==> config.mk <==
export PLATFORM = sky130hd
export DESIGN_NAME = led_fade_pwm
export DESIGN_NICKNAME = d
export VERILOG_FILES = /design/src/rtl/led_fade_pwm.sv
export SDC_FILE = /design/constraint.sdc
export NUM_CORES = 1
export LEC_CHECK = 0
export ABC_AREA = 1
export CORE_ASPECT_RATIO = 0.6
export CORE_MARGIN = 8
export CORE_UTILIZATION = 28
export CTS_CLUSTER_DIAMETER = 50
export DETAILED_ROUTE_END_ITERATION = 6
export HOLD_SLACK_MARGIN = 0.05
export PLACE_DENSITY = 0.44
export SLEW_MARGIN = 20
export SYNTH_ARGS = -nofsm -noshare
export SYNTH_HDL_FRONTEND = slang
export SYNTH_SLANG_ARGS = --single-unit
export TNS_END_PERCENT = 5
==> constraint.sdc <==
create_clock -name clk -period 2.95 [get_ports clk]
set_clock_uncertainty 0.05 [all_clocks]
set_input_delay 0.295 -clock clk [delete_from_list [all_inputs] [get_ports clk]]
set_output_delay 0.295 -clock clk [all_outputs]
set_load 0.1 [all_outputs]
==> src/rtl/led_fade_pwm.sv <==
// led_fade_pwm: per-channel LED PWM with snap-on request and linear fade-out.
// Define LED_FADE_GAMMA_EN to square the level into the duty for a smoother perceived fade.
module led_fade_pwm #(
   parameter int CHANNELS   = 4,
   parameter int PWM_BITS   = 8,
   parameter int DECAY_DIV  = 16,
   parameter int DECAY_STEP = 16
) (
   input  logic                clk,
   input  logic                rst_n,
   input  logic [CHANNELS-1:0] led_req,
   output logic [CHANNELS-1:0] led_o,
   output logic                active
);
   localparam logic [PWM_BITS-1:0] MAX  = '1;
   localparam logic [PWM_BITS:0]   STEP = DECAY_STEP[PWM_BITS:0];

   logic [PWM_BITS-1:0]  pwm_cnt;
   logic [DECAY_DIV-1:0] div;
   logic                 started;
   logic                 decay_tick;
   logic                 any_on;
   logic [PWM_BITS-1:0]  level    [CHANNELS];
   logic [PWM_BITS-1:0]  level_nx [CHANNELS];
   logic [PWM_BITS:0]    diff     [CHANNELS];
   logic [PWM_BITS-1:0]  duty     [CHANNELS];
   logic [PWM_BITS-1:0]  duty_sh  [CHANNELS];
`ifdef LED_FADE_GAMMA_EN
   logic [2*PWM_BITS-1:0] sq      [CHANNELS];
`endif

   // the divider also reads zero on the first cycle out of reset, which must not decay
   assign decay_tick = started && div == '0;

   always_comb begin
      any_on = 1'b0;
      for (int i = 0; i < CHANNELS; i++) begin
         diff[i]     = {1'b0, level[i]} - STEP;
         level_nx[i] = led_req[i] ? MAX :
                       decay_tick ? (diff[i][PWM_BITS] ? '0 : diff[i][PWM_BITS-1:0]) :
                       level[i];
`ifdef LED_FADE_GAMMA_EN
         sq[i]       = (2*PWM_BITS)'(level[i]) * (2*PWM_BITS)'(level[i]);
         duty[i]     = level[i] == MAX ? MAX : sq[i][2*PWM_BITS-1:PWM_BITS];
`else
         duty[i]     = level[i];
`endif
         any_on      = any_on | (level[i] != '0);
      end
   end

   always_ff @(posedge clk or negedge rst_n) begin
      if (!rst_n) begin
         pwm_cnt <= '0;
         div     <= '0;
         started <= 1'b0;
         led_o   <= '0;
         active  <= 1'b0;
         for (int i = 0; i < CHANNELS; i++) begin
            level[i]   <= '0;
            duty_sh[i] <= '0;
         end
      end else begin
         pwm_cnt <= pwm_cnt + 1'b1;
         div     <= div + 1'b1;
         started <= 1'b1;
         active  <= any_on;
         for (int i = 0; i < CHANNELS; i++) begin
            level[i] <= level_nx[i];
            if (pwm_cnt == MAX)
               duty_sh[i] <= duty[i];
            led_o[i] <= (duty_sh[i] == MAX) | (pwm_cnt < duty_sh[i]);
         end
      end
   end
endmodule

==> results of run 1 <==
-- power breakdown --
part	switching [mW]	internal [mW]	leakage (nW)
Sequential	0.000141	0.961	0.837
Combinational	0.0268	0.00717	1.35
Clock	0.414	0.739	0.152
Total	0.441	1.71	2.34
-- metal layers --
metal / routed length (um) / vias to the layer above / GRT usage (%)
met5: 0 / - / 0
met4: 54 / 0 / 2.663
met3: 251 / 6 / 3.222
met2: 3536 / 33 / 15.82
met1: 4571 / 1419 / 14.32
li1: - / 1559 / -
-- state kept, by name, summed over array words and instances (netlist names) --
register  count
div          16
duty_sh      20
pwm_cnt       8
started       1
duty         20
active        1
led_o         4
-- metrics by stage --
step / area, um2 / worst slack [ns] / cells
finish: 4483 / 1.027 / 683
global route: 4483 / 0.7779 / 683
CTS: 4483 / 1.008 / 683
detailed placement: 4168 / 1.021 / 667
global placement: 4168 / 1.092 / 667
floorplan: 3894 / 1.597 / 488
-- cell families (layout without fill, tap and decap cells) --
logic type | after synthesis | after routing | synth area share [%]
AND/OR/NAND/NOR | 247 | 247 | 26.32
buffers and inverters | 81 | 101 | 8.290
flip-flops | 70 | 70 | 44.99
adder cells (fa/ha/maj) | 35 | 35 | 11.25
AO/OA/AOI/OAI | 34 | 34 | 4.563
XOR/XNOR | 20 | 20 | 4.499
other | 1 | 1 | 0.09631
-- worst max-delay path, delay by kind of cell, from the launching register on --
| kind | cells | cell delay [ns] |
|---|---|---|
| DFF | 1 | 0.40 |
| and+or+nand+nor | 4 | 0.57 |
| buffers and inverters | 3 | 0.58 |
| adders and majority gates | 1 | 0.15 |
| AOI/OAI and AO/OA | 1 | 0.11 |
-- area by class of cell --
cell class,count,area (um2),share of cell area (%)
clock buffer,10,229.0,5.107
clock inverter,6,86.33,1.926
inverter,72,270.3,6.028
multi-input combinational,337,1819,40.58
sequential,70,1752,39.07
tap,175,219.0,4.884
timing repair buffer,13,107.6,2.400
-- cell usage after synthesis --
master                     instances
sky130_fd_sc_hd__ha_1             35
sky130_fd_sc_hd__nand3_1          45
sky130_fd_sc_hd__inv_1            72
sky130_fd_sc_hd__nand4_1           4
sky130_fd_sc_hd__nor3_1           12
sky130_fd_sc_hd__o21ai_2           2
sky130_fd_sc_hd__clkbuf_2          2
sky130_fd_sc_hd__nand3_2           1
sky130_fd_sc_hd__conb_1            1
sky130_fd_sc_hd__a21oi_1           8
sky130_fd_sc_hd__dfrtp_1          70
sky130_fd_sc_hd__nand2_1         137
sky130_fd_sc_hd__buf_4             3
sky130_fd_sc_hd__xnor2_1           6
sky130_fd_sc_hd__nor2_1           44
sky130_fd_sc_hd__o21ai_0          24
sky130_fd_sc_hd__xor2_1           14
sky130_fd_sc_hd__nor2_2            3
sky130_fd_sc_hd__buf_2             4
sky130_fd_sc_hd__and3_1            1
-- worst max-delay path by stage --
stage / startpoint / endpoint / slack (ns) / cells after the start
final: div[0]$_DFF_PN0_ / duty[7]$_DFFE_PN0P_ / 1.03 / 9
after global placement: div[0]$_DFF_PN0_ / duty[7]$_DFFE_PN0P_ / 1.09 / 9
after global routing: div[0]$_DFF_PN0_ / duty[15]$_DFFE_PN0P_ / 0.78 / 9
after CTS: div[0]$_DFF_PN0_ / duty[15]$_DFFE_PN0P_ / 1.01 / 9
after floorplan: pwm_cnt[1]$_DFF_PN0_ / duty_sh[11]$_DFFE_PN0N_ / 1.60 / 6
after detailed placement: div[0]$_DFF_PN0_ / duty[7]$_DFFE_PN0P_ / 1.02 / 9
==> results.rst, run 1 <==
.. list-table::
   :header-rows: 1

   * - Metric
     - Value
   * - Maximum capacitance violations
     - 0
   * - Post-route DRC
     - 0
   * - Worst setup path class
     - reg -> reg
   * - Endpoint type of the worst setup path
     - flop
   * - Number of H-tree levels
     - 3
   * - Status
     - completed
   * - Ratio of total power to cell area
     - 479.2 nW/um2
   * - Share of the core filled with cells
     - 32.90%
   * - Initial standard-cell utilization of the core
     - 28.58%
   * - GR Overflow Total
     - 0
   * - Synthesized area
     - 3894 um2
   * - Clock latency reported for the late side of the worst-skew pair
     - 0.33 ns
   * - Sinks on Clock Net
     - 70
   * - Sum Neg Setup Slack
     - 0 ns
   * - Most area-consuming cells after synthesis
     - sky130_fd_sc_hd__dfrtp_1, sky130_fd_sc_hd__nand2_1, sky130_fd_sc_hd__ha_1, sky130_fd_sc_hd__inv_1, sky130_fd_sc_hd__nand3_1
   * - Wire length reported by the detailed router
     - 8.414 mm
   * - Overall power consumption
     - 2.148 mW
   * - Number of global-route vias before repair
     - 3148
   * - CP cell instances
     - inv_1 > ha_1 > nand3_1 > nor2_2 > buf_4 > nand2_1 > inv_1 > o21ai_0 > nand2_1
   * - Most common cell after layout, fill and taps aside
     - sky130_fd_sc_hd__nand2_1
   * - Antenna fix cells
     - 0
   * - Commonest cells after routing, fill and taps aside
     - sky130_fd_sc_hd__nand2_1, sky130_fd_sc_hd__inv_1, sky130_fd_sc_hd__dfrtp_1, sky130_fd_sc_hd__nand3_1, sky130_fd_sc_hd__nor2_1
   * - Data arrival time of the critical path
     - 2.15 ns
   * - CTS tree
     - done
   * - First-pass detailed-route iteration total
     - 5
   * - Part of the cycle the worst path needs
     - 65.18%
   * - Area fraction of the dominant cell type after synthesis
     - 44.99%
   * - Cell taking the most area after synthesis
     - sky130_fd_sc_hd__dfrtp_1
   * - Die X-Extent
     - 168.2 um
   * - Area overhead of the layout relative to synthesis
     - 15.13%
   * - Hold WS
     - 0.05047 ns
   * - Worst stage delay on the critical path
     - 0.40 ns
   * - Half-perimeter wire length of the detailed placement result
     - 6.314 mm
   * - Number of failing hold endpoints at the final stage
     - 0
   * - Clk pin slew, worst setup/hold paths
     - 0.06 ns
   * - Routed WL per cell
     - 12.32 um
   * - Cell at the root of the clock tree
     - sky130_fd_sc_hd__clkbuf_16
   * - Unrepaired setup endpoints after global routing
     - false
   * - Hold buffers post-CTS
     - 0
   * - Maximum clock frequency
     - 520.0 MHz
   * - Via count
     - 3017
   * - Post-layout minimum cycle time
     - 1.923 ns
   * - Share of cells above drive strength 1
     - 5.906%
   * - Placer Congestion
     - 0.7765
   * - Number of top-level pins
     - 11
   * - R2R Setup Slk
     - 1.03 ns
   * - RR Startpoint
     - div[0]$_DFF_PN0_
   * - Synthesis-stage register bit count
     - 70
   * - Leak pwr
     - 2.339 nW
   * - Deepest clock path buffer count
     - 2
   * - Biggest fanout along the worst timing path
     - 21
   * - Min-Delay Path Class
     - in -> async
   * - Number of buffers added for setup after CTS
     - 0
   * - Distinct cells, synth
     - 20
   * - Die Ht
     - 107.3 um
   * - Crit path max-delay cell type
     - sky130_fd_sc_hd__dfrtp_1
   * - Maximum vdd ir drop
     - 0.0002684 V
   * - Synthesized netlist net count
     - 529
   * - Via-to-Cell Ratio
     - 4.417
   * - Antenna-violating nets left
     - 0
   * - Slew at the pin closest to its max-slew limit
     - 0.9166 ns
   * - Data required, critical path
     - 3.17 ns
   * - Startpoint types
     - flop
   * - Max-slew violation count
     - 0
   * - Fill cell count
     - 1452
   * - Num rows
     - 33
   * - Capturing point of the worst reg2reg path
     - duty[7]$_DFFE_PN0P_
   * - Worst Reg2Reg Path Length in Cells
     - 9
   * - Number of cells produced by synthesis
     - 488
   * - Number of I/O port buffers
     - 10
   * - Number of antenna violations at the first check in global routing
     - 0
   * - Iteration-0 DRC count of the detailed router
     - 150
   * - Largest net degree at the start of global routing
     - 71
   * - Area enclosed by the die boundary
     - 18060 um2
   * - Sequential cell area fraction in the yosys report
     - 44.99%
   * - Synthesized area divided by synthesized cell count
     - 7.979 um2
   * - Post-CTS sizing
     - 0
   * - Number of buffers created by CTS
     - 9
   * - Worst slew margin
     - 38.89%
   * - Global routing usage summed across all routing layers
     - 10.47%
   * - Net count of the finished layout
     - 544
   * - Number of setup violations in the final report
     - 0
   * - Global-route wire length before repair
     - 15.26 mm
   * - Total of warnings raised by yosys
     - 0
   * - CORE AREA
     - 13630 um2
Power figures use the tool's default switching activity.
==> run 2: changes to the inputs <==
Settings changed: PLACE_DENSITY 0.44 to 0.46.
Clock period 2.95 ns to 1.7 ns, I/O delays scaled along.
==> run 2 against run 1 <==
Routed wire length grew 0.21%. Sequential power increased by 74%. Total power increased by 79%. Global-route usage fell by 0.24 points. Register-to-register slack got worse by 0.87 ns. Critical path depth decreased by 1. Die area unchanged. First-iteration DRC count rose by 4.0%. Count of clock-buffer cells in the layout rose by 3. Cell area grew 3.3%. Sequential cell count stayed put. Maximum frequency up 25%. Critical endpoint is now duty[23]$_DFFE_PN0P_. Largest power group unchanged. Highest routed layer unchanged.
==> results.rst, run 2 (synthesis gave the netlist of run 1 again) <==
.. list-table::
   :header-rows: 1

   * - Metric
     - Value
   * - Status
     - completed
   * - Most common cell after layout, fill and taps aside
     - sky130_fd_sc_hd__nand2_1
   * - Antenna fix cells
     - 0 (unchanged)
   * - Data required, critical path
     - 1.86 ns (-1.31 ns)
   * - Buf/Inv on CP
     - 2 (-1)
   * - Max-slew violation count
     - 0 (unchanged)
   * - Post-CTS sizing
     - 0 (unchanged)
   * - Routed WL per cell
     - 12.26 um (-0.51%)
   * - Min-Delay Path Class
     - in -> async
   * - Antenna-violating nets left
     - 0 (unchanged)
   * - Startpoint types
     - flop
   * - Maximum clock frequency
     - 649.8 MHz (+25%)
   * - Number of standard cells in the layout, taps in and fillers out
     - 688 (+0.73%)
   * - Iteration-0 DRC count of the detailed router
     - 156 (+4.0%)
   * - Half-perimeter wire length of the detailed placement result
     - 6.405 mm (+1.4%)
   * - Unrepaired setup endpoints after global routing
     - false
   * - Die X-Extent
     - 168.2 um (unchanged)
   * - Overall power consumption
     - 3.835 mW (+79%)
   * - Global-route wire length before repair
     - 14.78 mm (-3.1%)
   * - Data arrival time of the critical path
     - 1.70 ns (-0.45 ns)
   * - Sum Neg Setup Slack
     - 0 ns (unchanged)
   * - Number of top-level pins
     - 11 (unchanged)
   * - Hold WS
     - 0.2704 ns (+0.2199 ns)
   * - Via count
     - 3023 (+0.20%)
   * - Cell at the root of the clock tree
     - sky130_fd_sc_hd__clkbuf_16
   * - Number of antenna violations at the first check in global routing
     - 0 (unchanged)
   * - Number of I/O port buffers
     - 10 (unchanged)
   * - Biggest fanout along the worst timing path
     - 7 (-67%)
   * - Num rows
     - 33 (unchanged)
   * - Number of buffers added for setup after CTS
     - 0 (unchanged)
   * - Post-route DRC
     - 0 (unchanged)
   * - Worst stage delay on the critical path
     - 0.40 ns (about the same)
   * - Placer Congestion
     - 0.7803 (+0.49%)
   * - Maximum vdd ir drop
     - 0.0003983 V (+48%)
   * - Commonest cells after routing, fill and taps aside
     - sky130_fd_sc_hd__nand2_1, sky130_fd_sc_hd__inv_1, sky130_fd_sc_hd__dfrtp_1, sky130_fd_sc_hd__nand3_1, sky130_fd_sc_hd__nor2_1
   * - Clock latency reported for the late side of the worst-skew pair
     - 0.33 ns (about the same)
   * - Via-to-Cell Ratio
     - 4.394 (-0.53%)
   * - Leak pwr
     - 2.404 nW (+2.8%)
   * - Number of setup violations in the final report
     - 0 (unchanged)
   * - Hold buffers post-CTS
     - 1 (+1)
   * - Ratio of total power to cell area
     - 828.2 nW/um2 (+73%)
   * - Endpoint type of the worst setup path
     - flop
   * - Wire length reported by the detailed router
     - 8.432 mm (+0.21%)
   * - Die Ht
     - 107.3 um (unchanged)
   * - Share of cells above drive strength 1
     - 6.628% (+0.72 points)
   * - Cell total after placement
     - 671 (+0.60%)
   * - Clk pin slew, worst setup/hold paths
     - 0.06 ns (about the same)
   * - Deepest clock path buffer count
     - 2 (unchanged)
   * - First-pass detailed-route iteration total
     - 5 (unchanged)
   * - CTS tree
     - done
   * - Net count of the finished layout
     - 549 (+0.92%)
   * - RR Startpoint
     - div[0]$_DFF_PN0_
   * - GR Overflow Total
     - 0 (unchanged)
   * - Worst Reg2Reg Path Length in Cells
     - 8 (-1)
   * - Part of the cycle the worst path needs
     - 90.53% (+25 points)
   * - Worst setup path class
     - reg -> reg
   * - Largest net degree at the start of global routing
     - 41 (-42%)
   * - Area overhead of the layout relative to synthesis
     - 18.93%
   * - Number of buffers created by CTS
     - 9 (unchanged)
   * - Number of global-route vias before repair
     - 3057 (-2.9%)
   * - Capturing point of the worst reg2reg path
     - duty[23]$_DFFE_PN0P_
   * - CP cell instances
     - inv_1 > ha_1 > nand3_1 > nor2_2 > nand2_1 > buf_4 > nand2_1 > nand3_1
   * - Maximum capacitance violations
     - 0 (unchanged)
   * - Area enclosed by the die boundary
     - 18060 um2 (unchanged)
   * - Crit path max-delay cell type
     - sky130_fd_sc_hd__dfrtp_1
   * - Number of failing hold endpoints at the final stage
     - 0 (unchanged)
   * - Global routing usage summed across all routing layers
     - 10.23% (-0.24 points)
   * - R2R Setup Slk
     - 0.16 ns (-0.87 ns)
   * - Family with the most delay on the worst path
     - simple AND/OR/NAND/NOR gates
   * - Sinks on Clock Net
     - 70 (unchanged)
   * - Number of H-tree levels
     - 3 (unchanged)
   * - Post-layout minimum cycle time
     - 1.539 ns (-0.3839 ns)
   * - Initial standard-cell utilization of the core
     - 28.58% (unchanged)
   * - Share of the core filled with cells
     - 33.99% (+1.1 points)
   * - CORE AREA
     - 13630 um2 (unchanged)
-- run 2: cell types whose count changed in the layout (fill, tap and decap cells not counted), sizes merged --
cell         previous run  this run
buf                     9        13
clkbuf                 10        13
clkinv                  3         1
clkinvlp                1         0
dlygate4sd3             0         1
-- run 2: report_power, final --
| part | switching (mW) | internal [mW] |
|---|---|---|
| logic | 0.0490 | 0.0202 |
| registers | 0.000244 | 1.67 |
| clock network | 0.695 | 1.40 |
| total | 0.744 | 3.09 |
-- run 2: worst max path at each step --
stage               cells past startpoint                       to  slack [ns]            startpoint
floorplan                               6  duty_sh[11]$_DFFE_PN0N_        0.35  pwm_cnt[1]$_DFF_PN0_
global placement                        8     duty[23]$_DFFE_PN0P_        0.22      div[0]$_DFF_PN0_
detailed placement                      8     duty[23]$_DFFE_PN0P_        0.16      div[0]$_DFF_PN0_
CTS                                     8     duty[23]$_DFFE_PN0P_        0.15      div[0]$_DFF_PN0_
global route                            8      duty[4]$_DFFE_PN0P_        0.02      div[0]$_DFF_PN0_
finish                                  8     duty[23]$_DFFE_PN0P_        0.16      div[0]$_DFF_PN0_
-- run 2: area by class of cell --
class	count	area, um2
Tap cell	175	219.0
Fill cell	1418	8995
Clock inverter	3	65.06
Inverter	72	270.3
Timing Repair Buffer	18	235.2
Multi-Input combinational cell	337	1819
Clock buffer	13	270.3
Sequential cell	70	1752
-- run 2: per-layer routing --
metal	vias up	track usage, %	share of wire (%)
met1	1404	13.94	52
met3	9	3.735	4.8
met2	41	14.95	43
li1	1569	-	-
met5	-	0	0
met4	0	2.854	0.87
-- run 2: stage by stage --
| step | instance area (um2) | setup slack [ns] |
|---|---|---|
| 6_report | 4631 | 0.1610 |
| 5_1_grt | 4631 | 0.02424 |
| 4_1_cts | 4631 | 0.1481 |
| 3_5_place_dp | 4285 | 0.1590 |
| 3_3_place_gp | 4285 | 0.2244 |
| 2_1_floorplan | 3894 | 0.3468 |
==> run 3: changes to the inputs <==
Settings changed: CORE_ASPECT_RATIO 0.6 to 1.2, TNS_END_PERCENT 5 to default.
==> run 3 against run 2 <==
Cell count down 0.58%. Global-route usage is 0.23 points lower. Count of clock-buffer cells in the layout decreased by 1. Setup slack better by 0.077 ns. Critical endpoint is now duty[22]$_DFFE_PN0P_. Largest cell class unchanged.
==> results.rst, run 3 (synthesis gave the netlist of run 1 again) <==
.. list-table::
   :header-rows: 1

   * - Metric
     - Value
   * - Cell at the root of the clock tree
     - sky130_fd_sc_hd__clkbuf_16
   * - Number of global-route vias before repair
     - 3028 (-0.95%)
   * - Clk pin slew, worst setup/hold paths
     - 0.06 ns (about the same)
   * - Number of buffers created by CTS
     - 9 (unchanged)
   * - Placer Congestion
     - 0.7716 (-1.1%)
   * - Cell total after placement
     - 667 (-0.60%)
   * - Wire length reported by the detailed router
     - 8.107 mm (-3.9%)
   * - Non-Filler Cell Area, Final
     - 4589 um2 (-0.89%)
   * - Half-perimeter wire length of the detailed placement result
     - 5.888 mm (-8.1%)
   * - Iteration-0 DRC count of the detailed router
     - 191 (+22%)
   * - First-pass detailed-route iteration total
     - 4 (-1)
   * - Share of the core filled with cells
     - 33.49% (-0.49 points)
   * - Min-Delay Path Class
     - in -> async
   * - Number of buffers added for setup after CTS
     - 0 (unchanged)
   * - Global-route wire length before repair
     - 14.24 mm (-3.6%)
   * - Unrepaired setup endpoints after global routing
     - false
   * - Commonest cells after routing, fill and taps aside
     - sky130_fd_sc_hd__nand2_1, sky130_fd_sc_hd__inv_1, sky130_fd_sc_hd__dfrtp_1, sky130_fd_sc_hd__nand3_1, sky130_fd_sc_hd__nor2_1
   * - Via-to-Cell Ratio
     - 4.368 (-0.58%)
   * - Post-route DRC
     - 0 (unchanged)
   * - Sum Neg Setup Slack
     - 0 ns (unchanged)
   * - Number of failing hold endpoints at the final stage
     - 0 (unchanged)
   * - Largest net degree at the start of global routing
     - 71 (+73%)
   * - Part of the cycle the worst path needs
     - 85.98% (-4.6 points)
   * - Via count
     - 2988 (-1.2%)
   * - Hold WS
     - 0.3437 ns (+0.07337 ns)
   * - Post-layout minimum cycle time
     - 1.462 ns (-0.07737 ns)
   * - Startpoint types
     - flop
   * - Clock latency reported for the late side of the worst-skew pair
     - 0.34 ns (about the same)
   * - Number of antenna violations at the first check in global routing
     - 0 (unchanged)
   * - Antenna-violating nets left
     - 0 (unchanged)
   * - RR Startpoint
     - div[0]$_DFF_PN0_
   * - Maximum vdd ir drop
     - 0.0004520 V (+13%)
   * - Net count of the finished layout
     - 549 (unchanged)
   * - Endpoint type of the worst setup path
     - flop
   * - Max-slew violation count
     - 0 (unchanged)
   * - Leak pwr
     - 2.390 nW (-0.57%)
   * - Area overhead of the layout relative to synthesis
     - 17.87%
   * - Ratio of total power to cell area
     - 793.9 nW/um2 (-4.1%)
   * - R2R Setup Slk
     - 0.24 ns (+0.08 ns)
   * - Post-CTS sizing
     - 0 (unchanged)
   * - Num rows
     - 47 (+42%)
   * - Share of cells above drive strength 1
     - 6.628% (unchanged)
   * - Deepest clock path buffer count
     - 2 (unchanged)
   * - Die Ht
     - 145.2 um (+35%)
   * - Worst setup path class
     - reg -> reg
   * - Number of standard cells in the layout, taps in and fillers out
     - 684 (-0.58%)
   * - Number of setup violations in the final report
     - 0 (unchanged)
   * - Initial standard-cell utilization of the core
     - 28.42% (-0.16 points)
   * - Biggest fanout along the worst timing path
     - 20 (+13)
   * - Sinks on Clock Net
     - 70 (unchanged)
   * - Maximum clock frequency
     - 684.1 MHz (+5.3%)
   * - Data required, critical path
     - 1.88 ns (+0.02 ns)
   * - Area enclosed by the die boundary
     - 17950 um2 (-0.60%)
   * - Status
     - completed
   * - CTS tree
     - done
   * - GR Overflow Total
     - 0 (unchanged)
   * - CORE AREA
     - 13700 um2 (+0.56%)
   * - Global routing usage summed across all routing layers
     - 10.01% (-0.23 points)
   * - Number of H-tree levels
     - 3 (unchanged)
   * - Worst Reg2Reg Path Length in Cells
     - 8 (unchanged)
   * - Antenna fix cells
     - 0 (unchanged)
   * - Capturing point of the worst reg2reg path
     - duty[22]$_DFFE_PN0P_
   * - Die X-Extent
     - 123.7 um (-27%)
   * - Data arrival time of the critical path
     - 1.64 ns (-0.06 ns)
   * - Maximum capacitance violations
     - 0 (unchanged)
   * - Most common cell after layout, fill and taps aside
     - sky130_fd_sc_hd__nand2_1
   * - Number of top-level pins
     - 11 (unchanged)
   * - Routed WL per cell
     - 11.85 um (-3.3%)
   * - Cell Area, Placed
     - 4278 um2 (-0.18%)
   * - Number of I/O port buffers
     - 10 (unchanged)
[run 3: changes by cell type in the layout (fill, tap and decap cells not counted)]
cell,change
sky130_fd_sc_hd__buf_4,-1
sky130_fd_sc_hd__clkinv_2,+2
sky130_fd_sc_hd__buf_2,+1
sky130_fd_sc_hd__bufinv_16,-1
sky130_fd_sc_hd__clkbuf_8,-1
[run 3: timing repair]
action / 4_1_cts / 5_1_grt
hold buffers: 1 / 0
endpoints found under the setup margin: 0 / 0
hold endpoints to repair: 70 / 0
[run 3: critical path: stages (launching register included)]
cell	delay [ns]
sky130_fd_sc_hd__dfrtp_1	0.40
sky130_fd_sc_hd__inv_1	0.09
sky130_fd_sc_hd__ha_1	0.15
sky130_fd_sc_hd__nand3_1	0.09
sky130_fd_sc_hd__nor2_2	0.10
sky130_fd_sc_hd__buf_4	0.25
sky130_fd_sc_hd__nand3_1	0.11
sky130_fd_sc_hd__nand2_1	0.07
sky130_fd_sc_hd__nand2_1	0.04
[run 3: report_power, final]
| part | internal, mW | switching, mW | leakage (nW) | total (mW) |
|---|---|---|---|---|
| Clock | 1.21 | 0.703 | 0.152 | 1.91 |
| Combinational | 0.0182 | 0.0465 | 1.40 | 0.0647 |
| Sequential | 1.67 | 0.000266 | 0.837 | 1.67 |
[run 3: cell type report]
type	instances	area, um2
clock buffers	12	256.5
repair buffers	18	232.7
clock inverters	4	45.04
multi-input cells	337	1819
inverters	72	270.3
flip-flops and latches	70	1752
well taps	171	214.0
fillers	1449	9112
[run 3: worst max-delay path by stage]
stage,cells after the start,end,slack (ns),start
floorplan,6,duty_sh[11]$_DFFE_PN0N_,0.35,pwm_cnt[1]$_DFF_PN0_
global placement,8,duty[14]$_DFFE_PN0P_,0.27,div[0]$_DFF_PN0_
detailed placement,8,duty[22]$_DFFE_PN0P_,0.26,div[0]$_DFF_PN0_
CTS,6,duty_sh[4]$_DFFE_PN0N_,0.23,pwm_cnt[0]$_DFF_PN0_
global route,8,duty[14]$_DFFE_PN0P_,0.07,div[0]$_DFF_PN0_
finish,8,duty[22]$_DFFE_PN0P_,0.24,div[0]$_DFF_PN0_
[run 3: layer usage]
metal  global-route usage [%]  wire, um
met4                    5.190       211
met2                    16.92      4067
met1                    11.23      3629
met3                    2.446       199
met5                        0         0
[run 3: stage by stage]
stage / setup slack [ns] / power [mW]
CTS: 0.2303 / 3.723
finish: 0.2383 / 3.644
floorplan: 0.3468 / 1.709
global route: 0.06683 / 3.795
global placement: 0.2677 / 1.766
detailed placement: 0.2555 / 1.766
